`src/rtl/u_bam8_dot_accumulator_if.sv`:
```
// Product-in / result-out bus of the dot-product accumulator.
// The master side feeds products and drains results; the slave side is the accumulator.
interface u_bam8_dot_accumulator_if #(
    parameter int PROD_W = 16,
    parameter int ACC_W  = 24,
    parameter int LEN_W  = 8
);
    logic [LEN_W-1:0]  cfg_len;
    logic              in_valid;
    logic              in_ready;
    logic [PROD_W-1:0] in_prod;
    logic              out_valid;
    logic              out_ready;
    logic [ACC_W-1:0]  out_sum;
    logic              out_sat;
    logic              busy;

    modport master (
        output cfg_len, in_valid, in_prod, out_ready,
        input  in_ready, out_valid, out_sum, out_sat, busy
    );

    modport slave (
        input  cfg_len, in_valid, in_prod, out_ready,
        output in_ready, out_valid, out_sum, out_sat, busy
    );
endinterface

```
`src/rtl/u_bam8_dot_accumulator.sv`:
```
// Saturating dot-product accumulator for the approximate 8-bit multiplier outputs.
// Sums cfg_len products (0 means 2^LEN_W) exactly, clamping at all ones, and
// presents each result on a held valid/ready port.
module u_bam8_dot_accumulator #(
    parameter int PROD_W = 16,
    parameter int ACC_W  = 24,
    parameter int LEN_W  = 8
) (
    input  logic                     clk_i,
    input  logic                     rst_i,
    u_bam8_dot_accumulator_if.slave  bus
);
    typedef enum logic {IDLE, ACC} state_t;

    state_t           state_q, state_d;
    logic [ACC_W-1:0] acc_q, acc_d;
    logic             sat_q, sat_d;
    logic [LEN_W:0]   cnt_q, cnt_d;
    logic             out_valid_q, out_valid_d;
    logic [ACC_W-1:0] out_sum_q, out_sum_d;
    logic             out_sat_q, out_sat_d;

    logic             in_ready;
    logic             accept;
    logic             final_beat;
    logic [LEN_W:0]   len_full;
    logic [ACC_W:0]   sum;

    // Input only stalls while an undrained result is held; no path from in_valid/in_prod.
    assign in_ready = !rst_i && !(out_valid_q && !bus.out_ready);
    assign accept   = bus.in_valid && in_ready;

    assign bus.in_ready  = in_ready;
    assign bus.out_valid = out_valid_q;
    assign bus.out_sum   = out_sum_q;
    assign bus.out_sat   = out_sat_q;
    assign bus.busy      = (state_q == ACC);

    // Next-state: first beat loads acc/cnt, later beats add with clamp, final beat publishes.
    always_comb begin
        state_d     = state_q;
        acc_d       = acc_q;
        sat_d       = sat_q;
        cnt_d       = cnt_q;
        out_valid_d = out_valid_q;
        out_sum_d   = out_sum_q;
        out_sat_d   = out_sat_q;
        final_beat  = 1'b0;
        len_full    = (bus.cfg_len == '0) ? {1'b1, {LEN_W{1'b0}}} : {1'b0, bus.cfg_len};
        sum         = {1'b0, acc_q} + (ACC_W+1)'(bus.in_prod);

        if (accept) begin
            if (state_q == IDLE) begin
                acc_d      = ACC_W'(bus.in_prod);
                sat_d      = 1'b0;
                cnt_d      = len_full - (LEN_W+1)'(1);
                final_beat = (cnt_d == '0);
            end else begin
                // Adding zero to a clamped acc yields no carry, so sat must be sticky.
                if (sum[ACC_W]) begin
                    acc_d = '1;
                    sat_d = 1'b1;
                end else begin
                    acc_d = sum[ACC_W-1:0];
                end
                cnt_d      = cnt_q - (LEN_W+1)'(1);
                final_beat = (cnt_q == (LEN_W+1)'(1));
            end
            state_d = final_beat ? IDLE : ACC;
        end

        if (out_valid_q && bus.out_ready)
            out_valid_d = 1'b0;
        if (final_beat) begin
            out_valid_d = 1'b1;
            out_sum_d   = acc_d;
            out_sat_d   = sat_d;
        end
    end

    // State register; reset discards any partial vector and pending result.
    always_ff @(posedge clk_i) begin
        if (rst_i) begin
            state_q     <= IDLE;
            acc_q       <= '0;
            sat_q       <= 1'b0;
            cnt_q       <= '0;
            out_valid_q <= 1'b0;
            out_sum_q   <= '0;
            out_sat_q   <= 1'b0;
        end else begin
            state_q     <= state_d;
            acc_q       <= acc_d;
            sat_q       <= sat_d;
            cnt_q       <= cnt_d;
            out_valid_q <= out_valid_d;
            out_sum_q   <= out_sum_d;
            out_sat_q   <= out_sat_d;
        end
    end
endmodule

```
`src/flat_wrapper.sv`:
```
// flat-port wrapper written by rule: the top's interface ports become plain ports
module u_bam8_dot_accumulator_flat 
#(
    parameter int PROD_W = 16,
    parameter int ACC_W  = 24,
    parameter int LEN_W  = 8
)
  (clk_i, rst_i, bus_cfg_len, bus_in_valid, bus_in_prod, bus_out_ready, bus_in_ready, bus_out_valid, bus_out_sum, bus_out_sat, bus_busy);
  u_bam8_dot_accumulator_if #(.PROD_W(PROD_W), .ACC_W(ACC_W), .LEN_W(LEN_W)) bus_i ();
  input  logic clk_i;
  input  logic rst_i;
  input wire logic [$bits(bus_i.cfg_len)-1:0] bus_cfg_len;
  input wire logic [$bits(bus_i.in_valid)-1:0] bus_in_valid;
  input wire logic [$bits(bus_i.in_prod)-1:0] bus_in_prod;
  input wire logic [$bits(bus_i.out_ready)-1:0] bus_out_ready;
  output wire logic [$bits(bus_i.in_ready)-1:0] bus_in_ready;
  output wire logic [$bits(bus_i.out_valid)-1:0] bus_out_valid;
  output wire logic [$bits(bus_i.out_sum)-1:0] bus_out_sum;
  output wire logic [$bits(bus_i.out_sat)-1:0] bus_out_sat;
  output wire logic [$bits(bus_i.busy)-1:0] bus_busy;
  assign bus_i.cfg_len = bus_cfg_len;
  assign bus_i.in_valid = bus_in_valid;
  assign bus_i.in_prod = bus_in_prod;
  assign bus_i.out_ready = bus_out_ready;
  assign bus_in_ready = bus_i.in_ready;
  assign bus_out_valid = bus_i.out_valid;
  assign bus_out_sum = bus_i.out_sum;
  assign bus_out_sat = bus_i.out_sat;
  assign bus_busy = bus_i.busy;
  u_bam8_dot_accumulator #(.PROD_W(PROD_W), .ACC_W(ACC_W), .LEN_W(LEN_W)) u_core (.clk_i(clk_i), .rst_i(rst_i), .bus(bus_i));
endmodule
```
`config.mk`:
```
export PLATFORM = sky130hd
export DESIGN_NAME = u_bam8_dot_accumulator_flat
export DESIGN_NICKNAME = d
export VERILOG_FILES = /design/src/rtl/u_bam8_dot_accumulator_if.sv /design/src/rtl/u_bam8_dot_accumulator.sv /design/src/flat_wrapper.sv
export SDC_FILE = /design/constraint.sdc
export NUM_CORES = 1
export LEC_CHECK = 0
export CORE_ASPECT_RATIO = 0.9
export CORE_MARGIN = 4
export CORE_UTILIZATION = 40
export DETAILED_ROUTE_END_ITERATION = 6
export GPL_TIMING_DRIVEN = 0
export SETUP_SLACK_MARGIN = 0.4
export SYNTH_ARGS = -nofsm -noshare
export SYNTH_HDL_FRONTEND = slang
export SYNTH_SLANG_ARGS = --single-unit
```
`constraint.sdc`:
```
create_clock -name clk_i -period 4.9 [get_ports clk_i]
set_input_delay 0.98 -clock clk_i [delete_from_list [all_inputs] [get_ports clk_i]]
set_output_delay 0.98 -clock clk_i [all_outputs]
set_load 0.01 [all_outputs]
```
==> qor.csv, run 1 <==
metric,value,unit
netlist_top_cells_count,"dfxtp_1, nor2_1, a21oi_1",
cts-resized-gates,0,
cts_setup_buffers,0,
nets,578,
dp.cells,640,
powerDensity,283,nW/µm²
die_h,99.2,µm
async_flop_share,0,%
min_path_type,flop to flop,
vias_per_cell,5.77,
synth-seq-area-share,33.0,%
grtUsageMet3,3.31,%
row_count,33,
cts_hold_buf,0,
drc_errors,0,
holdWs,0.460,ns
max_cap_violations,0,
htree_levels,3,
min_period,3.72,ns
finalNonFillerCells,656,
insertion_delay,0.36,ns
synth-seq-cells,61,
synthCells,463,
drive_above_1_share,7.30,%
required,5.19,ns
ant_nets,0,
yosysMostFrequentCell,dfxtp_1,
grt_pass1_vias,3643,
grt_pass1_wl,18700,µm
use_met2,33.0,%
tns,0,ns
grt_usage,21.9,%
grt_max_degree,13,
avgSynthCellArea,7.99,µm²
dpl-instance-area,4400,µm²
relSlewSlack,47.6,%
core-area,9080,µm²
cts.sinks,61,
synth_top_cell_area_share,33.0,%
crit_type,input pin to flop,
critPathLaunchType,input pin,
grt_use_met1,31.4,%
clk_path_buf_depth,2,
worst_slew_pin_slew,0.786,ns
insertedDiodeCount,0,
place.gp.congestion,0.905,
postLayoutCellArea,4620,µm²
wire_per_inst,17.4,µm
fin_util,50.9,%
fin_worst_skew,0.00772,ns
worst_slack,1.18,ns
status,completed,
synth-edff-count,0,
cts_tree,done,
drv_slew,0,
crit_arrival,4.00,ns
setup_violations,0,
ios,56,
post-place-ws,0.889,ns
area_growth,25.0,%
grt-ovfl-total,0,
syn_area,3700,µm²
ys_top_cells_by_area,"dfxtp_1, ha_1, a21oi_1",
period_share,75.9,%
p_leak,1.79,nW
yosysWarnings,0,
die_area,10800,µm²
grt.busiest_layer,met2,
die_x,109,µm
vias,3786,
start_util,40.7,%
hold_viol_final,0,
grt_antenna_before_repair,0,
end_kind,flop,
firstDrtPassIters,5,
cts_buffers,9,
ir_drop,132,µV
synth_top_area_cell,dfxtp_1,
routed_wl,11400,µm
cp_max_fo,10,
synthFlopType,dfxtp_1,
hpwlAfterDp,8340,µm
ys_types,65,
io_buffers,55,
drtIter0Drc,191,
syn_nets,512,
finalPower,1.31,mW
cts-root-buf,clkbuf_8,
rsz0062_at_grt,no,
timing.fmax,0.269,GHz
clk_pin_slew,0.08,ns
[cell families (layout without fill, tap and decap cells)]
group / after synthesis / after routing / synth area share (%)
flops: 61 / 61 / 33.0
compound gates: 161 / 161 / 27.9
mux: 7 / 7 / 2.06
fa+ha+maj: 21 / 21 / 7.31
buf+inv: 43 / 114 / 5.04
xor+xnor: 15 / 15 / 3.55
simple gates: 155 / 155 / 21.2
[power by group]
part           switching [mW]  internal (mW)  total [mW]
sequential             0.0146          0.512       0.527
combinational           0.160          0.106       0.266
clock                   0.229          0.289       0.517
total                   0.403          0.908        1.31
[metal layers]
| metal | vias to the layer above | routed length (µm) |
|---|---|---|
| li1 | 1838 | - |
| met1 | 1791 | 5490 |
| met2 | 132 | 5010 |
| met3 | 25 | 605 |
| met4 | 0 | 278 |
| met5 | - | 0 |
[path summary, 6_finish.rpt]
kind                                  to  cells after the start          startpoint  slack [ns]
setup / recovery  u_core.bus.out_sum[17]                     13      bus_in_prod[0]        1.18
hold / removal        u_core.bus.out_sat                      2  u_core.bus.out_sat        0.46
setup reg to reg  u_core.bus.out_sum[17]                     12     u_core.acc_q[0]        1.97
hold reg to reg       u_core.bus.out_sat                      2  u_core.bus.out_sat        0.46
[state kept, by name, summed over array words and instances (netlist names)]
register / count
u_core.acc_q: 24
u_core.bus.out_sum: 24
u_core.cnt_q: 9
u_core.bus.busy: 1
u_core.bus.out_sat: 1
u_core.bus.out_valid: 1
u_core.sat_q: 1
[critical path, stage by stage]
cell and delay, ns:
clkdlybuf4s50_1 0.49, ha_1 0.22, inv_1 0.07, fa_1 0.39, nand2b_1 0.22, a211oi_1 0.39, nor2_1 0.13, a211o_1 0.26
buf_2 0.21, buf_6 0.18, a41oi_1 0.21, nand2_1 0.12, o21ai_1 0.13
[cell usage in the layout (no fill, tap or decap), types with 4 or more instances in the layout]
master,instances
nor2b_1,5
o31ai_1,5
clkdlybuf4s50_1,55
nand2_1,30
a31oi_1,14
and2_1,5
buf_2,7
a211oi_1,5
o21ai_0,36
and3_1,7
a21oi_1,40
dfxtp_1,61
clkbuf_8,9
a41oi_1,6
nand2b_1,4
xor2_1,9
o211ai_1,4
nor2_1,47
nor3_1,6
clkbuf_1,17
nand3_1,28
mux2i_1,5
inv_1,14
ha_1,20
a21o_1,9
o21ai_1,12
xnor2_1,6
[final cells by class]
cell class | count | area [µm²]
Buffer | 28 | 130
Clock buffer | 9 | 124
Clock inverter | 7 | 98.8
Fill cell | 899 | 4460
Inverter | 15 | 56.3
Multi-Input combinational cell | 359 | 2290
Sequential cell | 61 | 1220
Tap cell | 122 | 153
Timing Repair Buffer | 55 | 551
(Power assumes the default switching activity.)
==> inputs of run 2 (changes only) <==
- clock period: 4.9 -> 3.26 ns (I/O delays scaled with it)
==> qor.csv, run 2 (synthesized netlist as in run 1, its figures left out) <==
metric,value,unit,change
min_period,2.81,ns,
place.gp.congestion,0.905,,unchanged
min_path_type,flop to flop,,
cts_buffers,9,,unchanged
tns,0,ns,unchanged
die_h,99.2,µm,unchanged
p_int,1.40,mW,+54%
period_share,86.1,%,
timing.fmax,0.356,GHz,
postLayoutCellArea,5040,µm²,+9.0%
grt_pass1_vias,3764,,+3.3%
grt_usage,22.5,%,+0.61 points
fillCellCount,872,,-3.0%
ir_drop,197,µV,+49%
clk_pin_slew,0.08,ns,about the same
required,3.54,ns,-1.65 ns
die_x,109,µm,unchanged
ios,56,,unchanged
drtIter0Drc,199,,+4.2%
wire_per_inst,17.8,µm,+2.7%
switchingPower,0.636,mW,+58%
core-area,9080,µm²,unchanged
max_cap_violations,0,,unchanged
p_clk_share,38.1,%,-1.4 points
firstDrtPassIters,5,,unchanged
setup_violations,0,,unchanged
area_growth,36.3,%,
hpwlAfterDp,8340,µm,unchanged
vias_per_cell,5.75,,-0.39%
routed_wl,12000,µm,+5.4%
row_count,33,,unchanged
power_frac_comb,22.9,%,+2.6 points
finalNonFillerCells,673,,+2.6%
ant_nets,0,,unchanged
die_area,10800,µm²,unchanged
cts-root-buf,clkbuf_8,,
drc_errors,0,,unchanged
drive_above_1_share,17.2,%,+9.9 points
dpl-instance-area,4400,µm²,unchanged
crit_arrival,3.09,ns,-0.91 ns
end_kind,flop,,
crit_type,input pin to flop,,
relSlewSlack,38.9,%,-8.7 points
cts.sinks,61,,unchanged
rsz0062_at_grt,no,,
switching_share,31.2,%,+0.49 points
vias,3869,,+2.2%
cts_tree,done,,
grt-ovfl-total,0,,unchanged
grt_antenna_before_repair,0,,unchanged
grt_max_degree,13,,unchanged
power.share.sequential,39.1,%,-1.1 points
status,completed,,
fin_util,55.5,%,+4.6 points
fin_worst_skew,0.00834,ns,+0.000619 ns
cp_max_fo,10,,unchanged
insertion_delay,0.35,ns,about the same
holdWs,0.460,ns,-0.0000340 ns
nets,595,,+2.9%
layout_commonest_cell,dfxtp_1,,
grt_pass1_wl,19300,µm,+3.1%
hold_viol_final,0,,unchanged
cts_hold_buf,0,,unchanged
start_util,40.7,%,unchanged
critPathLaunchType,input pin,,
insertedDiodeCount,0,,unchanged
io_buffers,55,,unchanged
drv_slew,0,,unchanged
worst_slew_pin_slew,0.916,ns,+0.131 ns
powerDensity,404,nW/µm²,+42%
final_cell_mix,"dfxtp_1, clkdlybuf4s50_1, nor2_1",,
p_leak,1.94,nW,+8.9%
dp.cells,640,,unchanged
htree_levels,3,,unchanged
clk_path_buf_depth,2,,unchanged
-- run 2: cell count changes in the layout (fill, tap and decap cells not counted), sizes merged --
cell | before | now
buf | 10 | 27
clkdlybuf4s50 | 55 | 50
dlymetal6s2s | 0 | 3
dlygate4sd2 | 0 | 2
-- run 2: per-layer routing --
metal | part of all wire, % | global-route usage [%] | vias to the layer above | routed length [µm]
li1 | - | - | 1881 | -
met1 | 47 | 31.7 | 1857 | 5650
met2 | 46 | 34.4 | 117 | 5490
met3 | 5.3 | 3.70 | 14 | 633
met4 | 1.8 | 8.34 | 0 | 219
met5 | 0 | 0 | - | 0
-- run 2: final timing paths --
| check | from | end | slack, ns | depth (start not counted) |
|---|---|---|---|---|
| min reg2reg | u_core.bus.out_sat | u_core.bus.out_sat | 0.46 | 2 |
| max | bus_in_prod[10] | u_core.bus.out_sum[17] | 0.45 | 11 |
| max reg2reg | u_core.acc_q[0] | u_core.bus.out_sum[17] | 0.66 | 12 |
| min | u_core.bus.out_sat | u_core.bus.out_sat | 0.46 | 2 |
-- run 2: repair_timing --
action	CTS	global route
setup endpoints to repair	51	45
gates cloned	1	0
pin swaps	15	11
setup buffers	9	7
resized for setup	32	37
-- run 2: critical path, stage by stage --
cell and delay [ns]:
clkdlybuf4s50_1 0.46, ha_2 0.40, nand2_1 0.11, o31ai_2 0.31
a21oi_1 0.11, a211o_1 0.34, buf_6 0.16, buf_12 0.15
a41oi_2 0.17, nand2_1 0.11, o21ai_1 0.14
-- run 2: cell type report --
class	instances	area (µm²)	share of cell area, %
sequential	61	1220	24.2
timing repair buffer	72	681	13.5
tap	122	153	3.03
inverter	15	58.8	1.17
clock inverter	7	98.8	1.96
clock buffer	9	124	2.46
buffer	28	169	3.35
multi-input combinational	359	2540	50.3
-- run 2: per-stage QoR --
stage	power (mW)	setup WS, ns
after global routing	2.13	0.377
after detailed placement	1.20	-0.423
after CTS	2.00	0.373
after global placement	1.20	-0.406
final	2.04	0.452
after floorplan	1.07	0.445
-- run 2: power groups by stage --
stage	clock network, mW	registers [mW]	logic (mW)
floorplan	0	0.804	0.268
global placement	0	0.808	0.390
detailed placement	0	0.808	0.393
CTS	0.785	0.793	0.425
global route	0.816	0.799	0.512
finish	0.776	0.795	0.465
==> inputs of run 3 (changes only) <==
- CAP_MARGIN: default -> 20
- SETUP_SLACK_MARGIN: 0.4 -> default
==> qor.csv, run 3 (synthesized netlist as in run 1, its figures left out) <==
metric,value,unit,change
period_share,95.9,%,+9.8 points
cts.sinks,61,,unchanged
critical_path.slowest_cell,clkdlybuf4s50_1,,
rrSetupSlack,0.59,ns,-0.07 ns
drtIter0Drc,194,,-2.5%
cts_setup_buffers,0,,-9
power.share.sequential,40.1,%,+1.0 points
layout_commonest_cell,dfxtp_1,,
crit_arrival,3.41,ns,+0.32 ns
switchingPower,0.609,mW,-4.2%
switching_share,30.8,%,-0.40 points
end_kind,flop,,
clk_path_buf_depth,2,,unchanged
regArea,1220,µm²,unchanged
fin_worst_skew,0.00869,ns,+0.000357 ns
critPathLaunchType,input pin,,
wire_per_inst,17.4,µm,-2.6%
cts_tree,done,,
place.gp.congestion,0.905,,unchanged
status,completed,,
nets,578,,-2.9%
power_frac_comb,20.5,%,-2.4 points
grt_max_degree,13,,unchanged
hold_viol_final,0,,unchanged
grt_pass1_vias,3646,,-3.1%
drc_errors,0,,unchanged
grt_pass1_wl,18700,µm,-3.0%
io_buffers,55,,unchanged
crit_type,input pin to flop,,
final_cell_mix,"dfxtp_1, clkdlybuf4s50_1, nor2_1",,
timing.rr.end,u_core.bus.out_sum[17],,
hold_end,u_core.bus.out_sat,,
ir_drop,199,µV,+0.93%
die_x,109,µm,unchanged
row_count,33,,unchanged
cts-root-buf,clkbuf_8,,
required,3.55,ns,about the same
vias_per_cell,5.74,,about the same
cp_max_fo,10,,unchanged
htree_levels,3,,unchanged
slowest_delay,0.49,ns,+0.03 ns
max_cap_violations,0,,unchanged
die_h,99.2,µm,unchanged
timing.fmax,0.320,GHz,-10%
area_growth,25.8,%,
fin_util,51.2,%,-4.3 points
clk_pin_slew,0.08,ns,about the same
crit_path_cell_trace,clkdlybuf4s50_1 > ha_2 > inv_1 > fa_2 > nand2b_4 > a211oi_4 > nor2_1 > a211o_1 > buf_4 > buf_6 > a41oi_1 > nand2_1 > o21ai_1,,
hold_start,u_core.bus.out_sat,,
vias,3768,,-2.6%
rr_worst_depth,12,,unchanged
r2r-start,u_core.acc_q[0],,
start_util,40.7,%,unchanged
grt-ovfl-total,0,,unchanged
cts_buffers,9,,unchanged
ios,56,,unchanged
dp.cells,640,,unchanged
whs_path_depth,2,,unchanged
drive_above_1_share,8.05,%,-9.2 points
drv_slew,0,,unchanged
insertion_delay,0.36,ns,about the same
p_leak,1.80,nW,-7.7%
powerDensity,425,nW/µm²,+5.1%
fillCellCount,896,,+2.8%
min_period,3.13,ns,+0.318 ns
grt_antenna_before_repair,0,,unchanged
grt_usage,21.9,%,-0.60 points
rsz0062_at_grt,no,,
insertedDiodeCount,0,,unchanged
cts_hold_buf,0,,unchanged
die_area,10800,µm²,unchanged
min_path_type,flop to flop,,
ant_nets,0,,unchanged
worst_slew_pin_slew,0.783,ns,-0.133 ns
hpwlAfterDp,8340,µm,unchanged
multiInputGateArea,2310,µm²,-8.7%
firstDrtPassIters,5,,unchanged
core-area,9080,µm²,unchanged
finalNonFillerCells,656,,-2.5%
relSlewSlack,47.8,%,+8.9 points
setup_violations,0,,unchanged
p_int,1.37,mW,-2.4%
routed_wl,11400,µm,-5.0%
p_clk_share,39.4,%,+1.3 points
[run 3: changes by cell type in the layout (fill, tap and decap cells not counted), moves of 5 or more]
cell,delta
clkdlybuf4s50_1,+5
a21oi_1,+9
ha_1,+9
ha_4,-5
buf_4,-15
a21oi_2,-9
[run 3: how the worst max path moves through the flow]
| stage | end | start | cells after the start | slack (ns) |
|---|---|---|---|---|
| after floorplan | u_core.bus.out_sum[20] | bus_in_prod[0] | 11 | 0.45 |
| after detailed placement | u_core.bus.out_sum[20] | bus_in_prod[0] | 12 | -0.42 |
| final | u_core.bus.out_sum[17] | bus_in_prod[0] | 13 | 0.13 |
| after global placement | u_core.bus.out_sum[7] | bus_in_prod[0] | 13 | -0.41 |
| after CTS | u_core.bus.out_sum[17] | bus_in_prod[0] | 13 | 0.04 |
| after global routing | u_core.bus.out_sum[17] | bus_in_prod[0] | 13 | 0.05 |
[run 3: repair_timing]
item | CTS | global route
resized for setup | 1 | 6
pin swaps | 0 | 2
endpoints found under the setup margin | 13 | 24
[run 3: power by group through the flow]
stage	Clock [mW]	Sequential, mW	Combinational [mW]
after floorplan	0	0.804	0.268
after global placement	0	0.808	0.390
after detailed placement	0	0.808	0.393
after CTS	0.785	0.791	0.396
after global routing	0.815	0.796	0.452
final	0.778	0.792	0.404
[run 3: cell type report]
cell class,instances,area share (%)
inverter,15,1.21
multi-input combinational,359,49.8
tap,122,3.28
clock inverter,7,2.13
clock buffer,9,2.66
buffer,28,2.85
sequential,61,26.3
timing repair buffer,55,11.8
[run 3: worst max-delay path: cells and delay by family]
family,cells,cell delay [ns]
AO/OA/AOI/OAI,4,0.89
adder cells (fa/ha/maj),2,0.56
buffers and inverters,4,0.89
AND/OR/NAND/NOR,3,0.41
[run 3: metrics by stage]
stage          setup TNS, ns  setup slack [ns]  power (mW)  hold slack (ns)  instance area [µm²]
2_1_floorplan              0             0.445        1.07            0.440                 3700
6_report                   0             0.134        1.97            0.461                 4650
5_1_grt                    0            0.0538        2.06            0.487                 4650
4_1_cts                    0            0.0355        1.97            0.464                 4630
3_3_place_gp          -13.27            -0.406        1.20            0.443                 4400
3_5_place_dp          -13.61            -0.423        1.20            0.448                 4400
[run 3: per-layer routing]
metal | wire length (µm) | global-route usage, % | share of wire [%] | vias to the layer above
met5 | 0 | 0 | 0 | -
met4 | 279 | 8.25 | 2.4 | 0
met3 | 608 | 3.31 | 5.3 | 26
met2 | 5000 | 33.0 | 44 | 127
met1 | 5510 | 31.4 | 48 | 1782
li1 | - | - | - | 1833
